## src/rtl/fsm_input_conditioner.sv

```systemverilog
// Key conditioner for the lab FSMs: synchroniser, debounce counter and enable-strobe divider.
// Optional registered edge pulses on a_rise/a_fall are built only when FSM_IN_EDGE_EN is defined.
module fsm_input_conditioner #(
    parameter int SYNC_STAGES     = 2,
    parameter int DEBOUNCE_CYCLES = 500000,
    parameter int STROBE_DIV      = 25000000,
    parameter bit KEY_ACTIVE_LOW  = 1'b1
) (
    input  logic clk,
    input  logic reset,
    input  logic key_raw,
    output logic a,
    output logic en,
    output logic a_rise,
    output logic a_fall
);

    localparam int CNT_W = $clog2(DEBOUNCE_CYCLES + 1);
    localparam int DIV_W = (STROBE_DIV > 1) ? $clog2(STROBE_DIV) : 1;
    localparam logic KEY_IDLE = KEY_ACTIVE_LOW ? 1'b1 : 1'b0;
    localparam logic [CNT_W-1:0] CNT_LAST = CNT_W'(DEBOUNCE_CYCLES - 1);
    localparam logic [DIV_W-1:0] DIV_LAST = DIV_W'(STROBE_DIV - 1);

    generate
        if (SYNC_STAGES < 2) begin : g_bad_sync
            $error("fsm_input_conditioner: SYNC_STAGES must be >= 2");
        end
        if (DEBOUNCE_CYCLES < 1) begin : g_bad_debounce
            $error("fsm_input_conditioner: DEBOUNCE_CYCLES must be >= 1");
        end
        if (STROBE_DIV < 1) begin : g_bad_div
            $error("fsm_input_conditioner: STROBE_DIV must be >= 1");
        end
    endgenerate

    logic [SYNC_STAGES-1:0] r_sync;
    logic [CNT_W-1:0]       r_cnt;
    logic [DIV_W-1:0]       r_div;
    logic                   r_a;
    logic                   r_en;
    logic                   w_key_s;

    always_ff @(posedge clk) begin
        if (reset) begin
            r_sync <= {SYNC_STAGES{KEY_IDLE}};
        end else begin
            r_sync <= {r_sync[SYNC_STAGES-2:0], key_raw};
        end
    end

    // Normalise to active-high so the debouncer only ever deals with "pressed = 1".
    assign w_key_s = r_sync[SYNC_STAGES-1] ^ KEY_ACTIVE_LOW;

    always_ff @(posedge clk) begin
        if (reset) begin
            r_cnt <= '0;
            r_a   <= 1'b0;
        end else if (w_key_s == r_a) begin
            r_cnt <= '0;
        end else if (r_cnt == CNT_LAST) begin
            r_a   <= w_key_s;
            r_cnt <= '0;
        end else begin
            r_cnt <= r_cnt + 1'b1;
        end
    end

    always_ff @(posedge clk) begin
        if (reset) begin
            r_div <= '0;
            r_en  <= 1'b0;
        end else begin
            r_en  <= (r_div == DIV_LAST);
            r_div <= (r_div == DIV_LAST) ? '0 : r_div + 1'b1;
        end
    end

    assign a  = r_a;
    assign en = r_en;

`ifdef FSM_IN_EDGE_EN
    logic r_a_q;
    logic r_rise;
    logic r_fall;

    always_ff @(posedge clk) begin
        if (reset) begin
            r_a_q  <= 1'b0;
            r_rise <= 1'b0;
            r_fall <= 1'b0;
        end else begin
            r_a_q  <= r_a;
            r_rise <= r_a & ~r_a_q;
            r_fall <= ~r_a & r_a_q;
        end
    end

    assign a_rise = r_rise;
    assign a_fall = r_fall;
`else
    assign a_rise = 1'b0;
    assign a_fall = 1'b0;
`endif

endmodule
```

## config.mk

```make
export PLATFORM = sky130hd
export DESIGN_NAME = fsm_input_conditioner
export DESIGN_NICKNAME = d
export VERILOG_FILES = /design/src/rtl/fsm_input_conditioner.sv
export SDC_FILE = /design/constraint.sdc
export NUM_CORES = 1
export LEC_CHECK = 0
export CAP_MARGIN = 25
export CORE_MARGIN = 5
export CORE_UTILIZATION = 50
export DETAILED_ROUTE_END_ITERATION = 8
export GPL_ROUTABILITY_DRIVEN = 0
export PLACE_DENSITY = 0.67
export SLEW_MARGIN = 20
export SYNTH_ARGS = -nofsm -noshare
export SYNTH_HDL_FRONTEND = slang
export SYNTH_SLANG_ARGS = --single-unit
```

## constraint.sdc

```tcl
create_clock -name clk -period 4.83 [get_ports clk]
set_input_delay 0.966 -clock clk [delete_from_list [all_inputs] [get_ports clk]]
set_output_delay 0.966 -clock clk [all_outputs]
set_load 0.01 [all_outputs]
```

-- After elaboration in Yosys (flattened, before gate mapping)
Index checks and enable logic that the tools add are counted.
- bits in registers: 48
- bits of input ports: 3
- output and inout port bits: 4
- logic and storage cells: 15
- add/sub/neg operators: 2
- equal/unequal tests: 3
- bitwise operators: 2
- reduce and logical (&&, ||, !) cells: 3
- operators by type and width (operator ; number):
    $add A25 B1 Y25 const B ; 1
    $eq A25 B25 Y1 const B ; 1
    $add A19 B1 Y19 const B ; 1
    $eq A19 B19 Y1 const B ; 1
    $reduce_or A3 Y1 ; 1
    $not A1 Y1 ; 2
    $reduce_and A2 Y1 ; 1
    $reduce_or A2 Y1 ; 1
    $eq A1 B1 Y1 ; 1

-- Logic depth before layout (Yosys ltp)
Gate-level depths: netlist of run 1.
- depth in word-level cells: 4
- depth in mapped cells: 7
- mapped depth without buffers: 5

-- Worst setup path before layout of run 1
No wires, ideal clock.
- path type: register to register
- from: register r_cnt[2]
- to: register r_cnt[17]
- library setup time: 0.070 ns
- data arrival time: 1.731 ns
- data required time: 4.760 ns
- path slack: 3.029 ns
- stages on the path, launching flop included: 6
- path buffers: 1
- period minus slack after synthesis: 1.801 ns
- cells stage by stage: dfxtp_1 > nand3_2 > or4_1 > buf_2 > or4_1 > a21oi_1
- word-level cells in the longest chain between the ends: 2
- RTL lines (element ; RTL line ; source):
    from (decl) ; 37 ; logic [CNT_W-1:0] r_cnt;
    from (signal assigned) ; 64 ; r_cnt <= r_cnt + 1'b1;
    parallel branches: the longest is 2 deep, another holds $add A19 B1 Y19 ; - ;
Several ways; the timed one is not identified.
A chain may end at the register's enable or synchronous reset.

-- Worst setup path after layout of run 1
- from: register r_a, in the netlist a
- to: output port a
- RTL lines (element ; RTL line ; source):
    from (decl) ; 39 ; logic r_a;
    from (signal assigned) ; 61 ; r_a <= w_key_s;
    to (decl) ; 12 ; output logic a,
No word-level cell between the ends.

==> reports/metrics.cfg, run 1 <==
[outcome]
outcome = finished, final reports clean

[sta]
fin_skew_ns = 0.008170
holdWs_ns = 0.4447
maxSlewViolCount = 0
period_needed_ns = 2.205
setup-tns-final_ns = 0
timing.final.hold_violations = 0
min_period_over_period = 0.4564
fmax_mhz = 453.6
tightest_slew_ns = 0.5264
setup_violations = 0
slew_headroom = 0.6491
rsz0062_at_grt = no

[hold_path]
hp-class = reg2reg
whs_path_depth = 1

[critical_path]
critPathArrivalTime_ns = 1.24
cp_slowest_cell = clkdlybuf4s50_1
crit_path_max_incr_delay_ns = 0.56
path_buf_inv = 1
crit_type = reg2out
cp.depth = 1
rr_worst_depth = 5
path_cells = clkdlybuf4s50_1
required_ns = 3.86
cp-start-kind = flip-flop
crit_path_end_kind = primary output
crit_family = buffers and inverters
crit_fanout = 3

[finish]
seq_area_sq_um = 960.9
diodes = 0
multiInputGateArea_sq_mm = 0.001070
final_cell_area_sq_mm = 0.002261
fillers = 383
fin_cells = 297
syn_to_final_growth_pct = 7.240
final_util = 0.5572
drive_gt1_frac = 0.06073
nNetsFinal = 251

[power]
combPwrFrac = 0.022
switching_share = 0.2129
pwr-share-clk = 0.372
p_per_area_mw_per_mm2 = 292.4
switchingPower_w = 0.0001408
seqPwrFrac = 0.606
static-leakage-power_nw = 0.6684
intPower_w = 0.0005204
peakVddDrop_uv = 172.6

[floorplanning]
die_h_um = 74.94
ioPinCount = 7
rows = 23
coreArea_sq_mm = 0.004058
die_w_um = 74.94
start_util = 0.5196
dieArea_sq_mm = 0.005615

[clock_network]
clk_pin_slew_ns = 0.09
cts.repair.resized = 0
cts-hold-fix-buffers = 0
clk_latency_ns = 0.30
numCtsBuffers = 5
tritoncts = done
cts_max_path_buffers = 2
cts-root-buf = clkbuf_8
post_cts_buffers = 0
htreeDepth = 2
clock_sinks = 48

[grt]
grt_pass1_wl_um = 6492
grt_overflow = 0
grt_pass1_vias = 1493
grt_usage = 0.1505
grt_max_degree = 26
antenna_found_initial = 0

[detailed_routing]
drt_iter0_drc = 103
ant_nets = 0
drt_first_pass_iters = 4
drc = 0
via_per_inst = 5.387
wl_per_cell_um = 12.39
vias = 1600
drt_wl_total_um = 3681

[place]
portBuffers = 4
dp_cells = 289
hpwl_um = 2507
place_area_sq_mm = 0.002167

[synth]
yosys.area.top_type = dfxtp_1
synth_area_leaders = dfxtp_1 (46%), nor2_1 (5.2%), xnor2_1 (5.0%), a21oi_1 (4.7%), xor2_1 (4.2%)
syn-instance-count = 244
synth-seq-cells = 48
syn_avg_cell_area_sq_um = 8.640
ys_types = 31
synth_top_area_frac = 0.4558
synth_flop_cell = dfxtp_1
yosysSeqAreaShare = 0.4558
synth_warnings = 0
async_reset_ff_frac = 0
synth_edf_count = 0
synth_area_sq_mm = 0.002108

[job]
maxCapViolations = 0

-- synthesized netlist by cell type, types with 3 or more instances --
cell      number
a21oi_1       20
and3_1         3
and4_1         5
buf_2          5
clkbuf_1       4
dfxtp_1       48
inv_1          7
nand2_1       14
nand3_1       13
nand4_1       12
nor2_1        29
nor4_1         7
o21ai_0       12
o31ai_1        7
or3_1         10
or3_2          3
or4_1          8
xnor2_1       12
xor2_1        10
-- kinds of logic after synthesis --
kind of cell	count (synthesis)	synth area share
other	1	0.001779
XOR/XNOR	22	0.09139
AO/OA/AOI/OAI	42	0.1145
AND/OR/NAND/NOR	111	0.2860
buffers and inverters	18	0.03857
flip-flops	48	0.4558
adder cells (fa/ha/maj)	2	0.01187
-- registers in the layout, summed over array words and instances (netlist names) --
register  count
en            1
a             1
r_div        25
r_sync        2
r_cnt        19
-- per-layer routing --
layer | vias to the layer above | global-route usage | wire length (um)
met5 | - | 0 | 0
li1 | 875 | - | -
met3 | 4 | 0.03605 | 104
met2 | 17 | 0.2340 | 1684
met1 | 704 | 0.1941 | 1836
met4 | 0 | 0.07708 | 55
-- placed cells by master, fill, tap and decap left out, drive strengths merged --
cell / synthesis / final
dfxtp: 48 / 48
nor2: 29 / 29
a21oi: 20 / 20
nand2: 14 / 14
nand3: 14 / 14
or3: 13 / 13
nand4: 12 / 12
o21ai: 12 / 12
xnor2: 12 / 12
xor2: 10 / 10
or4: 8 / 8
o31ai: 8 / 8
nor4: 7 / 7
inv: 7 / 7
clkbuf: 4 / 7
and4: 5 / 5
clkdlybuf4s50: 0 / 4
and3: 3 / 3
or2: 2 / 2
ha: 2 / 2
conb: 1 / 2
nor4b: 1 / 1
nand3b: 1 / 1
and2: 1 / 1
a21o: 1 / 1
nor3: 1 / 1
a311oi: 1 / 1
clkinvlp: 0 / 1
buf: 7 / 1
-- power by group through the flow --
stage | registers, W | clock network, W | logic [W]
after floorplan | 0.000409 | 0 | 0.0000118
after global placement | 0.000410 | 0 | 0.0000147
after detailed placement | 0.000410 | 0 | 0.0000146
after CTS | 0.000401 | 0.000256 | 0.0000147
after global routing | 0.000401 | 0.000273 | 0.0000167
final | 0.000401 | 0.000246 | 0.0000145
-- path summary, 6_finish.rpt --
check	startpoint	end	slack (ns)
worst max-delay path	a	a	2.63
worst min-delay path	r_sync[0]	r_sync[1]	0.44
worst max register to register	r_cnt[0]	r_cnt[5]	2.71
worst min register to register	r_sync[0]	r_sync[1]	0.44
-- final cells by class --
cell class	instances	share of cell area
multi-input combinational	179	0.4732
clock buffer	7	0.03818
sequential	48	0.4250
timing repair buffer	5	0.02103
inverter	7	0.01162
clock inverter	1	0.003320
tap	50	0.02767
-- through the flow --
| stage | total power [W] | setup slack, ns |
|---|---|---|
| global route | 0.0006908 | 2.444 |
| global placement | 0.0004245 | 2.487 |
| finish | 0.0006611 | 2.625 |
| CTS | 0.0006716 | 2.606 |
| floorplan | 0.0004213 | 3.029 |
| detailed placement | 0.0004246 | 2.445 |
Note: power is estimated with default switching activity, not from simulation.
==> run 2: changes to the inputs <==
--- a/config.mk
+++ b/config.mk
@@ -10,7 +10,7 @@
 export CORE_UTILIZATION = 50
 export DETAILED_ROUTE_END_ITERATION = 8
 export GPL_ROUTABILITY_DRIVEN = 0
-export PLACE_DENSITY = 0.67
+export PLACE_DENSITY = 0.7
 export SLEW_MARGIN = 20
 export SYNTH_ARGS = -nofsm -noshare
 export SYNTH_HDL_FRONTEND = slang
==> constraint.sdc (replaced) <==
create_clock -name clk -period 2 [get_ports clk]
set_input_delay 0.4 -clock clk [delete_from_list [all_inputs] [get_ports clk]]
set_output_delay 0.4 -clock clk [all_outputs]
set_load 0.01 [all_outputs]
==> run 2 against run 1 <==
Compared with the run above: cell count grew 4.0%; non-clock buffer count grew 12; power grew 140%; register-to-register slack lost 2.5 ns; die area is the same; wire length grew 1.7%; utilization grew 3.0 points; combinational power grew to 2.9 times the previous value; hold slack lost 0.023 ns; clock-buffer cell count shrank 2; critical endpoint is now r_cnt[18]; highest routed layer unchanged.
==> reports/metrics.cfg, run 2 (same netlist as run 1, synthesis figures left out) <==
[outcome]
outcome = finished, final reports clean

[grt]
antenna_found_initial = 0
grt_pass1_vias = 1495
grt_overflow = 0
grt_usage = 0.1498
grt_max_degree = 26
grt_pass1_wl_um = 6513

[sta]
period_needed_ns = 1.838
timing.final.hold_violations = 0
maxSlewViolCount = 0
fmax_mhz = 544.2
setup_violations = 0
rsz0062_at_grt = no
setup-tns-final_ns = 0
min_period_over_period = 0.9188
fin_skew_ns = 0.01053

[power]
static-leakage-power_nw = 0.7361
power_w = 0.001591
p_per_area_mw_per_mm2 = 667.5
peakVddDrop_uv = 431.4

[finish]
fin_cells = 309
regMostFlops = r_div
fillers = 362
largest_reg_flops = 25
syn_to_final_growth_pct = 13.06
diodes = 0
final_cell_mix = dfxtp_1 (48), nor2_1 (29), a21oi_1 (20)
final_common_cell = dfxtp_1
reg_top3 = r_div (25), r_cnt (19), r_sync (2)
drive_gt1_frac = 0.1158
nNetsFinal = 263
final_cell_area_sq_mm = 0.002384

[critical_path]
required_ns = 2.24
cp-start-kind = flip-flop
path_cells = ha_1 -> nand4_1 -> or3_4 -> or3_1 -> a21oi_1
cp_slowest_cell = or3_4
crit_type = reg2reg
critPathArrivalTime_ns = 2.07
crit_fanout = 5
crit_path_end_kind = flip-flop
crit_path_max_incr_delay_ns = 0.47

[hold_path]
hp-class = reg2reg

[clock_network]
tritoncts = done
numCtsBuffers = 5
clock_sinks = 48
cts-root-buf = clkbuf_8
cts_max_path_buffers = 2
htreeDepth = 2
clk_latency_ns = 0.30
cts-hold-fix-buffers = 0
clk_pin_slew_ns = 0.10

[job]
maxCapViolations = 0

[detailed_routing]
drc = 0
wl_per_cell_um = 12.12
ant_nets = 0
drt_wl_total_um = 3744
vias = 1681
drt_iter0_drc = 78
via_per_inst = 5.440
drt_first_pass_iters = 4

[floorplanning]
ioPinCount = 7
die_w_um = 74.94
die_h_um = 74.94
start_util = 0.5196
coreArea_sq_mm = 0.004058
rows = 23
dieArea_sq_mm = 0.005615

[place]
place_area_sq_mm = 0.002275
hpwl_um = 2606
portBuffers = 4
dp_cells = 300

[run 2: cell types whose count changed in the layout (fill, tap and decap cells not counted), sizes merged]
cell / change
clkinv: +1
clkinvlp: +1
clkbuf: -2
buf: +12
[run 2: path summary, 6_finish.rpt]
kind	startpoint	to	slack, ns	cells after the start
setup / recovery	r_cnt[0]	r_cnt[18]	0.16	5
hold / removal	r_sync[0]	r_sync[1]	0.42	1
setup reg to reg	r_cnt[0]	r_cnt[18]	0.16	5
hold reg to reg	r_sync[0]	r_sync[1]	0.42	1
[run 2: cell type report]
class,instances,area (sq um),share of cell area
multi-input cells,179,1079,0.4525
flip-flops and latches,48,960.9,0.4031
repair buffers,17,162.7,0.06824
clock buffers,5,68.82,0.02887
well taps,50,62.56,0.02625
inverters,7,26.28,0.01102
clock inverters,3,23.77,0.009974
[run 2: power by group]
part / leakage [nW] / switching, W / internal (W) / total, W
logic: 0.308 / 0.0000232 / 0.0000188 / 0.0000420
clock network: 0.0404 / 0.000333 / 0.000248 / 0.000581
registers: 0.388 / 0.00000553 / 0.000962 / 0.000968
[run 2: critical path, delay by kind of cell, from the launching register on]
family / cells / cell delay (ns)
simple gates: 3 / 1.03
fa+ha+maj: 1 / 0.22
compound gates: 1 / 0.13
flops: 1 / 0.38
[run 2: per-layer routing]
layer  GRT usage  part of all wire  vias to the layer above
li1            -                 -                      898
met1      0.1918              0.49                      768
met2      0.2369              0.47                        9
met3     0.04406             0.025                        6
met4     0.05929             0.016                        0
met5           0                 0                        -
[run 2: metrics by stage]
step | hold slack [ns] | worst slack (ns) | util
final | 0.4216 | 0.1624 | 0.5874
after global routing | 0.4684 | 0.03481 | 0.5874
after CTS | 0.4267 | 0.08848 | 0.5834
after detailed placement | 0.4029 | 0.1245 | 0.5606
after global placement | 0.3913 | 0.1670 | 0.5606
after floorplan | 0.3895 | 0.1992 | -
[run 2: repair_timing]
item | CTS | global route
endpoints found under the setup margin | 0 | 3
buffers inserted | 0 | 1
gates resized for setup | 0 | 2
